[config.mk]
export PLATFORM = sky130hd
export DESIGN_NAME = nr_seq_divider
export DESIGN_NICKNAME = d
export VERILOG_FILES = /design/src/rtl/nr_seq_divider.sv
export SDC_FILE = /design/constraint.sdc
export NUM_CORES = 1
export LEC_CHECK = 0
export BUFFER_PORTS_ARGS = -buffer_cell sky130_fd_sc_hd__buf_4
export CAP_MARGIN = 40
export CORE_MARGIN = 2
export CORE_UTILIZATION = 47
export CTS_CLUSTER_DIAMETER = 80
export DETAILED_ROUTE_END_ITERATION = 7
export PLACE_DENSITY = 0.75
export SYNTH_ARGS = -nofsm -noshare
export SYNTH_HDL_FRONTEND = slang
export SYNTH_SLANG_ARGS = --single-unit
export TNS_END_PERCENT = 1
[constraint.sdc]
create_clock -name clk -period 5.4 [get_ports clk]
set_input_delay 0.27 -clock clk [delete_from_list [all_inputs] [get_ports clk]]
set_output_delay 0.27 -clock clk [all_outputs]
set_load 0.005 [all_outputs]
[src/rtl/nr_seq_divider.sv]
// Iterative non-restoring divider with a start/done handshake, runtime
// signed/unsigned mode and divide-by-zero detection. One quotient bit is
// produced per clock over a WIDTH+1-bit partial remainder (A) and a WIDTH-bit
// quotient shift register (Q).
module nr_seq_divider #(
    parameter int WIDTH     = 32,
    parameter bit SIGNED_EN = 1'b1
) (
    input  logic             clk,
    input  logic             resetn,
    input  logic             start,
    input  logic             is_signed,
    input  logic [WIDTH-1:0] dividend,
    input  logic [WIDTH-1:0] divisor,
    output logic             busy,
    output logic             done,
    output logic             div_by_zero,
    output logic [WIDTH-1:0] quotient,
    output logic [WIDTH-1:0] remainder
);

    localparam int CW = $clog2(WIDTH);

    typedef enum logic [1:0] {
        IDLE,
        CALC,
        FIX
    } state_t;

    state_t           state,       state_nx;
    logic [WIDTH:0]   acc,         acc_nx;
    logic [WIDTH-1:0] quo,         quo_nx;
    logic [WIDTH:0]   mag,         mag_nx;
    logic [CW-1:0]    cnt,         cnt_nx;
    logic             q_neg,       q_neg_nx;
    logic             r_neg,       r_neg_nx;
    logic             done_nx;
    logic             dbz_nx;
    logic [WIDTH-1:0] quotient_nx, remainder_nx;

    logic             op_signed;
    logic [WIDTH-1:0] dvd_mag, dvs_mag;
    logic [WIDTH:0]   acc_sh, acc_step, acc_fix;

    // Operand magnitudes and the per-iteration add/subtract datapath.
    assign op_signed = SIGNED_EN && is_signed;
    assign dvd_mag   = (op_signed && dividend[WIDTH-1]) ? -dividend : dividend;
    assign dvs_mag   = (op_signed && divisor[WIDTH-1])  ? -divisor  : divisor;
    assign acc_sh    = {acc[WIDTH-1:0], quo[WIDTH-1]};
    assign acc_step  = acc[WIDTH] ? (acc_sh + mag) : (acc_sh - mag);
    assign acc_fix   = acc[WIDTH] ? (acc + mag) : acc;
    assign busy      = (state != IDLE);

    // Next-state and next-datapath logic for the IDLE/CALC/FIX sequence.
    always_comb begin
        // NOTE: every signal gets a default first so no path can infer a latch.
        state_nx     = state;
        acc_nx       = acc;
        quo_nx       = quo;
        mag_nx       = mag;
        cnt_nx       = cnt;
        q_neg_nx     = q_neg;
        r_neg_nx     = r_neg;
        done_nx      = 1'b0;
        dbz_nx       = div_by_zero;
        quotient_nx  = quotient;
        remainder_nx = remainder;

        case (state)
            IDLE: begin
                if (start) begin
                    if (divisor == '0) begin
                        quotient_nx  = '1;
                        remainder_nx = dividend;
                        dbz_nx       = 1'b1;
                        done_nx      = 1'b1;
                    end else begin
                        state_nx = CALC;
                        dbz_nx   = 1'b0;
                        acc_nx   = '0;
                        quo_nx   = dvd_mag;
                        mag_nx   = {1'b0, dvs_mag};
                        cnt_nx   = '0;
                        q_neg_nx = op_signed && (dividend[WIDTH-1] ^ divisor[WIDTH-1]);
                        r_neg_nx = op_signed && dividend[WIDTH-1];
                    end
                end
            end
            CALC: begin
                acc_nx = acc_step;
                quo_nx = {quo[WIDTH-2:0], ~acc_step[WIDTH]};
                if (cnt == CW'(WIDTH - 1)) begin
                    cnt_nx   = '0;
                    state_nx = FIX;
                end else begin
                    cnt_nx = cnt + 1'b1;
                end
            end
            FIX: begin
                acc_nx       = acc_fix;
                quotient_nx  = q_neg ? -quo : quo;
                remainder_nx = r_neg ? -acc_fix[WIDTH-1:0] : acc_fix[WIDTH-1:0];
                done_nx      = 1'b1;
                state_nx     = IDLE;
            end
            default: begin
                state_nx = IDLE;
            end
        endcase
    end

    // State, datapath and result registers with synchronous active-low reset.
    always_ff @(posedge clk) begin
        // NOTE: sequential state uses non-blocking assignments so every register
        // samples pre-edge values regardless of statement order.
        if (!resetn) begin
            // NOTE: every register here is a flop, so all of them are reset;
            // a reset mid-division simply discards the partial result.
            state       <= IDLE;
            acc         <= '0;
            quo         <= '0;
            mag         <= '0;
            cnt         <= '0;
            q_neg       <= 1'b0;
            r_neg       <= 1'b0;
            done        <= 1'b0;
            div_by_zero <= 1'b0;
            quotient    <= '0;
            remainder   <= '0;
        end else begin
            state       <= state_nx;
            acc         <= acc_nx;
            quo         <= quo_nx;
            mag         <= mag_nx;
            cnt         <= cnt_nx;
            q_neg       <= q_neg_nx;
            r_neg       <= r_neg_nx;
            done        <= done_nx;
            div_by_zero <= dbz_nx;
            quotient    <= quotient_nx;
            remainder   <= remainder_nx;
        end
    end

endmodule

## Yosys cells after proc, flatten, opt, wreduce, memory -nomap -nowiden

Index checks and enable logic that the tools add are counted.

| cells by class | value |
|---|---|
| multiplexer cells | 29 |
| add/subtract/negate cells | 8 |
| reduce and logical (&&, ||, !) cells | 15 |
| eq/ne operators | 7 |
| bitwise operators | 3 |

Operators by type and width:

| kind | count |
|---|---|
| 32-bit two-way mux | 10 |
| 32-bit case mux with 2 select lines | 3 |
| 33-bit two-way mux | 4 |
| 32-bit negation | 4 |
| 33-bit case mux with 3 select lines | 1 |
| 33-bit by 32-bit adder with 33-bit output | 2 |
| 33-bit by 32-bit subtractor with 33-bit output | 1 |
| 32-bit logical NOT | 1 |
| 5-bit two-way mux | 3 |
| 3-bit AND reduction | 5 |
| 5-bit case mux with 2 select lines | 1 |
| 2-bit inequality test (second input constant) | 4 |
| 2-bit two-way mux | 3 |
| 2-bit nonzero test | 3 |
| 5-bit by 1-bit adder with 5-bit output (second input constant) | 1 |
| 5-bit == test (second input constant) | 1 |
| 2-bit case mux with 2 select lines | 1 |
| 1-bit logical AND | 3 |
| 3-bit nonzero test | 1 |
| 2-bit by 1-bit == test with 1-bit output (second input constant) | 1 |
| 2-bit == test (second input constant) | 1 |
| 2-bit logical NOT | 1 |
| 1-bit two-way mux | 2 |
| 1-bit NOT | 2 |
| 3 further kinds | 3 |

| word-level totals | value |
|---|---|
| bits in registers | 172 |
| bits of input ports | 68 |
| output and inout bits | 67 |
| logic and storage cells | 73 |

## Logic depth before layout (Yosys ltp)

Gate-level depths: netlist of run 1.

| logic depth | value |
|---|---|
| word-level depth | 5 |
| mapped depth | 21 |
| depth with buffers taken out | 20 |

## Worst setup path before layout of run 1

No wires, ideal clock.

| timing | value |
|---|---|
| kind | register -> register |
| from | register acc[32] |
| to | register acc[29] |
| buffers on the path | 7 |
| setup time | 123 ps |
| arrival | 4938 ps |
| slack | 339 ps |
| cell stages (with the launch flop) | 21 |
| clock period less this slack | 5061 ps |
| required time | 5277 ps |
| cells stage by stage | dfxtp_1 > clkbuf_1 > buf_2 > clkbuf_1 > buf_1 > clkbuf_1 > buf_1 > buf_1 > nor2_1 > xnor2_1 > ha_1 > a2111oi_0 > o21ai_0 > a31o_2 > a21boi_0 > o311ai_0 > a31oi_1 > nor2b_1 > o21ai_0 > o31ai_1 > o2bb2ai_1 |

| on the way | value |
|---|---|
| word-level cells in the longest chain between the ends | 2 |
| elaborated cells between the ends (all ways) | 3 |
| those cells by class | mux: 3 |

RTL lines:

| item | line | source |
|---|---|---|
| from (decl) | 31 | `logic [WIDTH:0] acc, acc_nx;` |
| from (signal assigned) | 132 | `acc <= acc_nx;` |
| 33-bit two-way mux (on tied branches) | 51, 50 |  |
| 33-bit case mux with 3 select lines * | 69 | `case (state)` |

Mark *: on every way between the ends. The rest lies on a longest branch, timed or not.
A chain may end at the register's enable or synchronous reset.

## Worst setup path in the final report of run 1

| timing | value |
|---|---|
| from | register mag[7] |
| to | register acc[29] |

| on the way | value |
|---|---|
| word-level cells in the longest chain between the ends | 3 |
| elaborated cells between the ends (all ways) | 6 |
| those cells by class | add/sub: 3; mux: 3 |

RTL lines:

| item | line | source |
|---|---|---|
| from (decl) | 33 | `logic [WIDTH:0] mag, mag_nx;` |
| from (signal assigned) | 134 | `mag <= mag_nx;` |
| 33-bit by 32-bit adder with 33-bit output (tied with other cells) | 51 | `assign acc_fix = acc[WIDTH] ? (acc + mag) : acc;` |
| 33-bit two-way mux (on tied branches) | 51, 50 |  |
| 33-bit case mux with 3 select lines * | 69 |  |

Marked as above.

==> results_dict.tcl, run 1 <==
set metrics [dict create \
    grt_max_degree 65 \
    antenna_found_initial 1 \
    p_total_uw 3720 \
    initial_core_util 0.474 \
    drtAntennaViolNets 0 \
    cts_resized 0 \
    drt_pre_antenna_iters 8 \
    startpoint_type "register" \
    vias_per_cell 6.22 \
    totalWireLength_mm 46.4 \
    power.ir.vdd_worst_mv 0.209 \
    power_per_cell_area_nw_per_um2 230 \
    worst_setup_hold_path_clk_slew_ns 0.07 \
    number_of_global_route_vias_before_repair 13940 \
    netlist_area_sq_um 14400 \
    layout.core_utilization 0.532 \
    tritoncts "done" \
    finClkSkew_ns 0.0113 \
    crit_path_max_fanout 6 \
    unrepaired_setup_endpoints_after_global_routing "false" \
    layout_common_cells "229 x sky130_fd_sc_hd__a21oi_1, 222 x sky130_fd_sc_hd__nand2_1, 211 x sky130_fd_sc_hd__nor2_1, 171 x sky130_fd_sc_hd__dfxtp_1, 164 x sky130_fd_sc_hd__o21ai_0" \
    share_seq_of_total_power 0.380 \
    dr_total_vias 15140 \
    ys_ff_latch 172 \
    final.hold.worst_slack_ns 0.0876 \
    report.final.hold_viol_count 0 \
    post_synthesis_xor_xnor_area_fraction 0.112 \
    place_hpwl_mm 34.6 \
    synth_simple_gate_area_share 0.222 \
    fin_crit_sh 0.890 \
    slew_violations 0 \
    hold_path.class "primary input to register" \
    drc 1 \
    post_drt_wl_per_cell_um 19.0 \
    grt_util_all_layers 0.283 \
    initialDrtViolationCount 1544 \
    die_width_um 179 \
    place.gp.congestion 0.934 \
    dominant_combinational_cell_family_by_area_after_synthesis "compound AO/OA/AOI/OAI gates" \
    overflow 0 \
    nets 2171 \
    ctsHoldBuffers 0 \
    rows 64 \
    synth_cells 1964 \
    synth_sequential_area_ratio 0.239 \
    tightest_slew_ns 0.890 \
    violations "design-rule violations" \
    layout-drive-gt1-share 0.122 \
    power.switching_fraction 0.350 \
    cts.sinks 172 \
    ys_warn_count 0 \
    worst-setup-path-type "register to register" \
    ys_dominant_reg_cell "sky130_fd_sc_hd__dfxtp_1" \
    synthesis.nets 2109 \
    layout.cells.most_common "sky130_fd_sc_hd__a21oi_1" \
    multiInputGateArea_sq_um 10300 \
    htree_levels 4 \
    cts-buffers-inserted 17 \
    synth_fa_ha_area_frac 0.0679 \
    power.clock.fraction 0.346 \
    register_area_sq_um 3440 \
    leakage_uw 0.00632 \
    power.net_switching_uw 1300 \
    core_region_sq_um 30400 \
    finalWorstPathRequiredPeriod_ns 4.81 \
    ff2ff_setup_slack_ns 0.59 \
    synth-compound-area-share 0.295 \
    first_pass_grt_wire_length_mm 72.5 \
    setup-violations-final 0 \
    number_of_buffers_between_clock_root_and_the_deepest_sink 2 \
    num-fill-cells 2918 \
    synth_cell_type_count 103 \
    final_layout_setup_total_negative_slack_ns 0 \
    synth_edf_count 0 \
    maxCapViolCount 0 \
    io_pins 135 \
    clock_latency_ns 0.45 \
    timing.max_slew.rel_slack 0.402 \
    run_status "finished, violations left" \
    die_y_um 179 \
    critPathRequiredTime_ns 5.74 \
    final_cell_area_sq_um 16200 \
    postSynth.asyncResetShare 0 \
    num_antenna_cells 0 \
    post_synth_mux_area_share 0.0150 \
    worst_setup_path_end_kind "register" \
    place.port_buffers 134 \
    fmax_mhz 208 \
    die-area_sq_um 32100 \
    cp_data_arrival_time_ns 5.15 \
    internal-power_uw 2420 \
    synth.avg_cell_area_sq_um 7.34 \
    areaGrowthSynthToFinish_pct 12.2 \
    power.combinational.fraction 0.274 \
    postCtsSetupRepairBufs 0 \
    cts_root_buf "sky130_fd_sc_hd__clkbuf_16" \
    placed_area_sq_um 15600 \
]
[metal layers]
layer	track usage	part of all wire	wire length [um]
met4	0.118	0.037	1700
met5	0	0	0
met3	0.0598	0.083	3860
met1	0.375	0.43	20100
met2	0.447	0.45	20700
[cell usage after synthesis, types with 10 or more instances]
cell type | instances | area share
sky130_fd_sc_hd__dfxtp_1 | 172 | 0.24
sky130_fd_sc_hd__xnor2_1 | 105 | 0.064
sky130_fd_sc_hd__or4_1 | 12 | 0.0062
sky130_fd_sc_hd__nor4_1 | 16 | 0.0069
sky130_fd_sc_hd__a21o_1 | 18 | 0.0094
sky130_fd_sc_hd__xor2_1 | 80 | 0.049
sky130_fd_sc_hd__nor2b_1 | 15 | 0.0065
sky130_fd_sc_hd__nand3_1 | 28 | 0.0097
sky130_fd_sc_hd__mux2i_1 | 16 | 0.011
sky130_fd_sc_hd__o21ai_1 | 11 | 0.0038
sky130_fd_sc_hd__o31ai_1 | 18 | 0.0094
sky130_fd_sc_hd__inv_1 | 40 | 0.010
sky130_fd_sc_hd__ha_1 | 75 | 0.065
sky130_fd_sc_hd__a22oi_1 | 24 | 0.012
sky130_fd_sc_hd__or3_1 | 11 | 0.0048
sky130_fd_sc_hd__a21oi_1 | 231 | 0.080
sky130_fd_sc_hd__a211oi_1 | 41 | 0.021
sky130_fd_sc_hd__nor3_1 | 55 | 0.019
sky130_fd_sc_hd__o21bai_1 | 10 | 0.0052
sky130_fd_sc_hd__o21ai_0 | 165 | 0.057
sky130_fd_sc_hd__nand2b_1 | 19 | 0.0082
sky130_fd_sc_hd__o211ai_1 | 20 | 0.010
sky130_fd_sc_hd__clkbuf_1 | 85 | 0.022
sky130_fd_sc_hd__nand2_1 | 222 | 0.058
sky130_fd_sc_hd__o21a_1 | 10 | 0.0052
sky130_fd_sc_hd__nor2_1 | 212 | 0.055
sky130_fd_sc_hd__and3_1 | 21 | 0.0091
sky130_fd_sc_hd__and2_1 | 16 | 0.0069
sky130_fd_sc_hd__nand4_1 | 15 | 0.0065
sky130_fd_sc_hd__a31oi_1 | 17 | 0.0074
[flip-flops by register name (all words and copies together), names as in the netlist, 2 cells and up]
register / cells
quo: 32
quotient: 32
mag: 32
state: 2
cnt: 5
remainder: 32
acc: 33
[worst max-delay path, cell delays in order, from the launching register on]
cell and delay [ns]:
sky130_fd_sc_hd__dfxtp_1 0.37, sky130_fd_sc_hd__or4_1 0.55, sky130_fd_sc_hd__nor3_1 0.27, sky130_fd_sc_hd__nand3b_1 0.20, sky130_fd_sc_hd__o41ai_1 0.38, sky130_fd_sc_hd__xnor2_1 0.17, sky130_fd_sc_hd__ha_1 0.31, sky130_fd_sc_hd__a21o_1 0.20
sky130_fd_sc_hd__a21oi_1 0.16, sky130_fd_sc_hd__nor2b_1 0.06, sky130_fd_sc_hd__a311oi_1 0.24, sky130_fd_sc_hd__a21boi_0 0.60, sky130_fd_sc_hd__o311ai_0 0.36, sky130_fd_sc_hd__a31oi_1 0.34, sky130_fd_sc_hd__nor2b_1 0.12, sky130_fd_sc_hd__o21ai_0 0.16
sky130_fd_sc_hd__o31ai_1 0.09, sky130_fd_sc_hd__o2bb2ai_1 0.12
[final cells by class]
cell class                 count  share of cell area
clock buffer                  18              0.0271
clock inverter                14             0.00997
inverter                      44              0.0103
multi-input combinational   1637               0.637
sequential                   172               0.213
tap                          396              0.0306
timing repair buffer         154              0.0727
[per-stage QoR]
step                      cells  setup WS (ns)
final                      2435          0.595
after global routing       2435          0.324
after CTS                  2435          0.780
after detailed placement   2403          0.808
after global placement     2401          0.902
after floorplan            1964          0.339
[power by group through the flow]
| stage | Combinational (uW) | Clock, uW | Sequential, uW |
|---|---|---|---|
| CTS | 1000 | 1300 | 1410 |
| floorplan | 745 | 0 | 1410 |
| detailed placement | 997 | 0 | 1440 |
| global route | 1130 | 1350 | 1420 |
| finish | 1020 | 1290 | 1410 |
| global placement | 973 | 0 | 1440 |
[cells by family (layout without fill, tap and decap cells)]
group                      Yosys count  count (layout)
and+or+nand+nor                    679             679
AOI/OAI and AO/OA                  675             675
xor gates and xnor gates           185             185
DFF                                172             172
buffers and inverters              155             230
adders and majority gates           77              77
muxes                               21              21
[final timing paths]
path | startpoint | end | depth (start not counted)
worst max-delay path | mag[7] | acc[29] | 17
worst max register to register | mag[7] | acc[29] | 17
worst min register to register | remainder[5] | remainder[5] | 2
worst min-delay path | divisor[0] | mag[0] | 3
Power figures use the tool's default switching activity.
==> run 2: changes to the inputs <==
==> constraint.sdc (replaced) <==
create_clock -name clk -period 4.1 [get_ports clk]
set_input_delay 0.205 -clock clk [delete_from_list [all_inputs] [get_ports clk]]
set_output_delay 0.205 -clock clk [all_outputs]
set_load 0.005 [all_outputs]
==> run 2 against run 1 <==
Net effect:
- the run now ends clean
- maximum frequency is 19% higher
- clock skew is 0.0042 ns higher
- global-route usage is 0.74 points higher
- final area is 4.4% higher
- clock power is 41% higher
- core utilization is 2.4 points higher
- die area stayed put
- critical path type unchanged
- largest cell class unchanged
==> results_dict.tcl, run 2 (same netlist as run 1, synthesis figures left out) <==
set metrics [dict create \
    worstPathCellList "or4_4 > nor3_4 > buf_4 > nand3b_1 > buf_4 > o21ai_2 > xnor2_1 > ha_1 > and3_4 > and3_4 > nand4_1 > a21oi_2 > o21ai_2 > o211ai_1 > a21oi_1 > o21bai_1 > xnor2_1 > nand2_1 > a32o_1" \
    post_layout_nonfiller_instances 2504 \
    place.gp.congestion 0.998 \
    overflow 0 \
    critPathRequiredTime_ns 4.45 \
    unrepaired_setup_endpoints_after_global_routing "true" \
    hold_path.class "primary input to register" \
    finalWorstPathRequiredPeriod_ns 4.03 \
    fmax_mhz 248 \
    startpoint_type "register" \
    tritoncts "done" \
    ff2ff_setup_slack_ns 0.07 \
    timing.critical_path.slowest_stage_cell "sky130_fd_sc_hd__or4_4" \
    ctsHoldBuffers 0 \
    largest_register_ffs 33 \
    finClkSkew_ns 0.0155 \
    core_region_sq_um 30400 \
    layout_common_cells "226 x sky130_fd_sc_hd__a21oi_1, 222 x sky130_fd_sc_hd__nand2_1, 218 x sky130_fd_sc_hd__buf_4, 209 x sky130_fd_sc_hd__nor2_1, 170 x sky130_fd_sc_hd__dfxtp_1" \
    p_total_uw 5180 \
    drt_pre_antenna_iters 6 \
    totalWireLength_mm 47.0 \
    drtAntennaViolNets 0 \
    htree_levels 4 \
    top_register "acc" \
    power_per_cell_area_nw_per_um2 307 \
    slew_violations 0 \
    tightest_slew_ns 0.885 \
    number_of_global_route_vias_before_repair 14329 \
    placed_area_sq_um 16100 \
    cts-buffers-inserted 17 \
    power.ir.vdd_worst_mv 0.287 \
    run_status "completed" \
    cts.sinks 172 \
    post_drt_wl_per_cell_um 18.8 \
    report.final.hold_viol_count 0 \
    initialDrtViolationCount 1555 \
    cp_data_arrival_time_ns 4.37 \
    critical-path-max-stage-delay_ns 0.55 \
    initial_core_util 0.474 \
    maxCapViolCount 0 \
    die_width_um 179 \
    first_pass_grt_wire_length_mm 74.6 \
    layout-drive-gt1-share 0.163 \
    die-area_sq_um 32100 \
    die_y_um 179 \
    worst_setup_hold_path_clk_slew_ns 0.07 \
    drc 0 \
    final.hold.worst_slack_ns 0.0167 \
    worst_setup_path_end_kind "register" \
    crit_path_max_fanout 4 \
    setup-violations-final 0 \
    grt_max_degree 75 \
    place.port_buffers 134 \
    io_pins 135 \
    placed_instance_count 2463 \
    antenna_found_initial 0 \
    areaGrowthSynthToFinish_pct 17.2 \
    number_of_buffers_between_clock_root_and_the_deepest_sink 2 \
    fin_crit_sh 0.982 \
    timing.max_slew.rel_slack 0.408 \
    nets 2239 \
    leakage_uw 0.00670 \
    cts_root_buf "sky130_fd_sc_hd__clkbuf_16" \
    final_cell_area_sq_um 16900 \
    final_layout_setup_total_negative_slack_ns 0 \
    rows 64 \
    clock_latency_ns 0.45 \
    dr_total_vias 15380 \
    layout.cells.most_common "sky130_fd_sc_hd__a21oi_1" \
    worst-setup-path-type "register to register" \
    vias_per_cell 6.14 \
    place_hpwl_mm 35.6 \
    grt_util_all_layers 0.291 \
]
-- run 2: cell count changes in the layout (fill, tap and decap cells not counted), sizes merged --
cell / change
buf: +68
clkbuf: +1
diode: +1
inv: +1
clkinv: -4
bufinv: +2
-- run 2: stage by stage --
stage | setup slack, ns | utilization
finish | 0.0724 | 0.555
CTS | 0.0378 | 0.549
global placement | -0.0212 | 0.527
global route | -0.150 | 0.555
detailed placement | -0.126 | 0.528
floorplan | 0.0428 | -
-- run 2: cell type report --
| class | instances | area, sq um |
|---|---|---|
| antenna | 1 | 2.50 |
| clock buffer | 19 | 433 |
| clock inverter | 13 | 206 |
| fill | 2895 | 13500 |
| inverter | 44 | 166 |
| multi-input combinational | 1637 | 10400 |
| sequential | 172 | 3450 |
| tap | 396 | 495 |
| timing repair buffer | 222 | 1710 |
-- run 2: power breakdown --
group | internal [uW] | leakage (uW) | switching [uW] | total (uW)
combinational | 622 | 0.00499 | 894 | 1520
clock | 1040 | 0.000304 | 784 | 1820
sequential | 1740 | 0.00140 | 101 | 1840
total | 3400 | 0.00670 | 1780 | 5180
-- run 2: metal layers --
layer  part of all wire  global-route usage  up-vias  wire, um
met2               0.46               0.477      657     21800
met5                  0                   0        -         0
met1               0.43               0.387     7241     20300
met3              0.076              0.0441       98      3600
met4              0.028               0.102        0      1320
li1                   -                   -     7384         -
-- run 2: critical path, delay by kind of cell, from the launching register on --
kind	cells	cell delay (ns)
xor gates and xnor gates	2	0.22
AOI/OAI and AO/OA	7	1.22
and+or+nand+nor	7	1.53
buffers and inverters	2	0.30
DFF	1	0.31
adders and majority gates	1	0.34
-- run 2: path summary, 6_finish.rpt --
path	start	endpoint	cells after the start
max	mag[6]	quo[0]	19
min reg2reg	remainder[5]	remainder[5]	2
max reg2reg	mag[6]	quo[0]	19
min	divisor[0]	mag[0]	3
-- run 2: repair_timing --
| item | CTS | global route |
|---|---|---|
| pin swaps | 0 | 16 |
| setup endpoints to repair | 5 | 19 |
| resized for setup | 5 | 32 |
| buffers inserted | 0 | 8 |
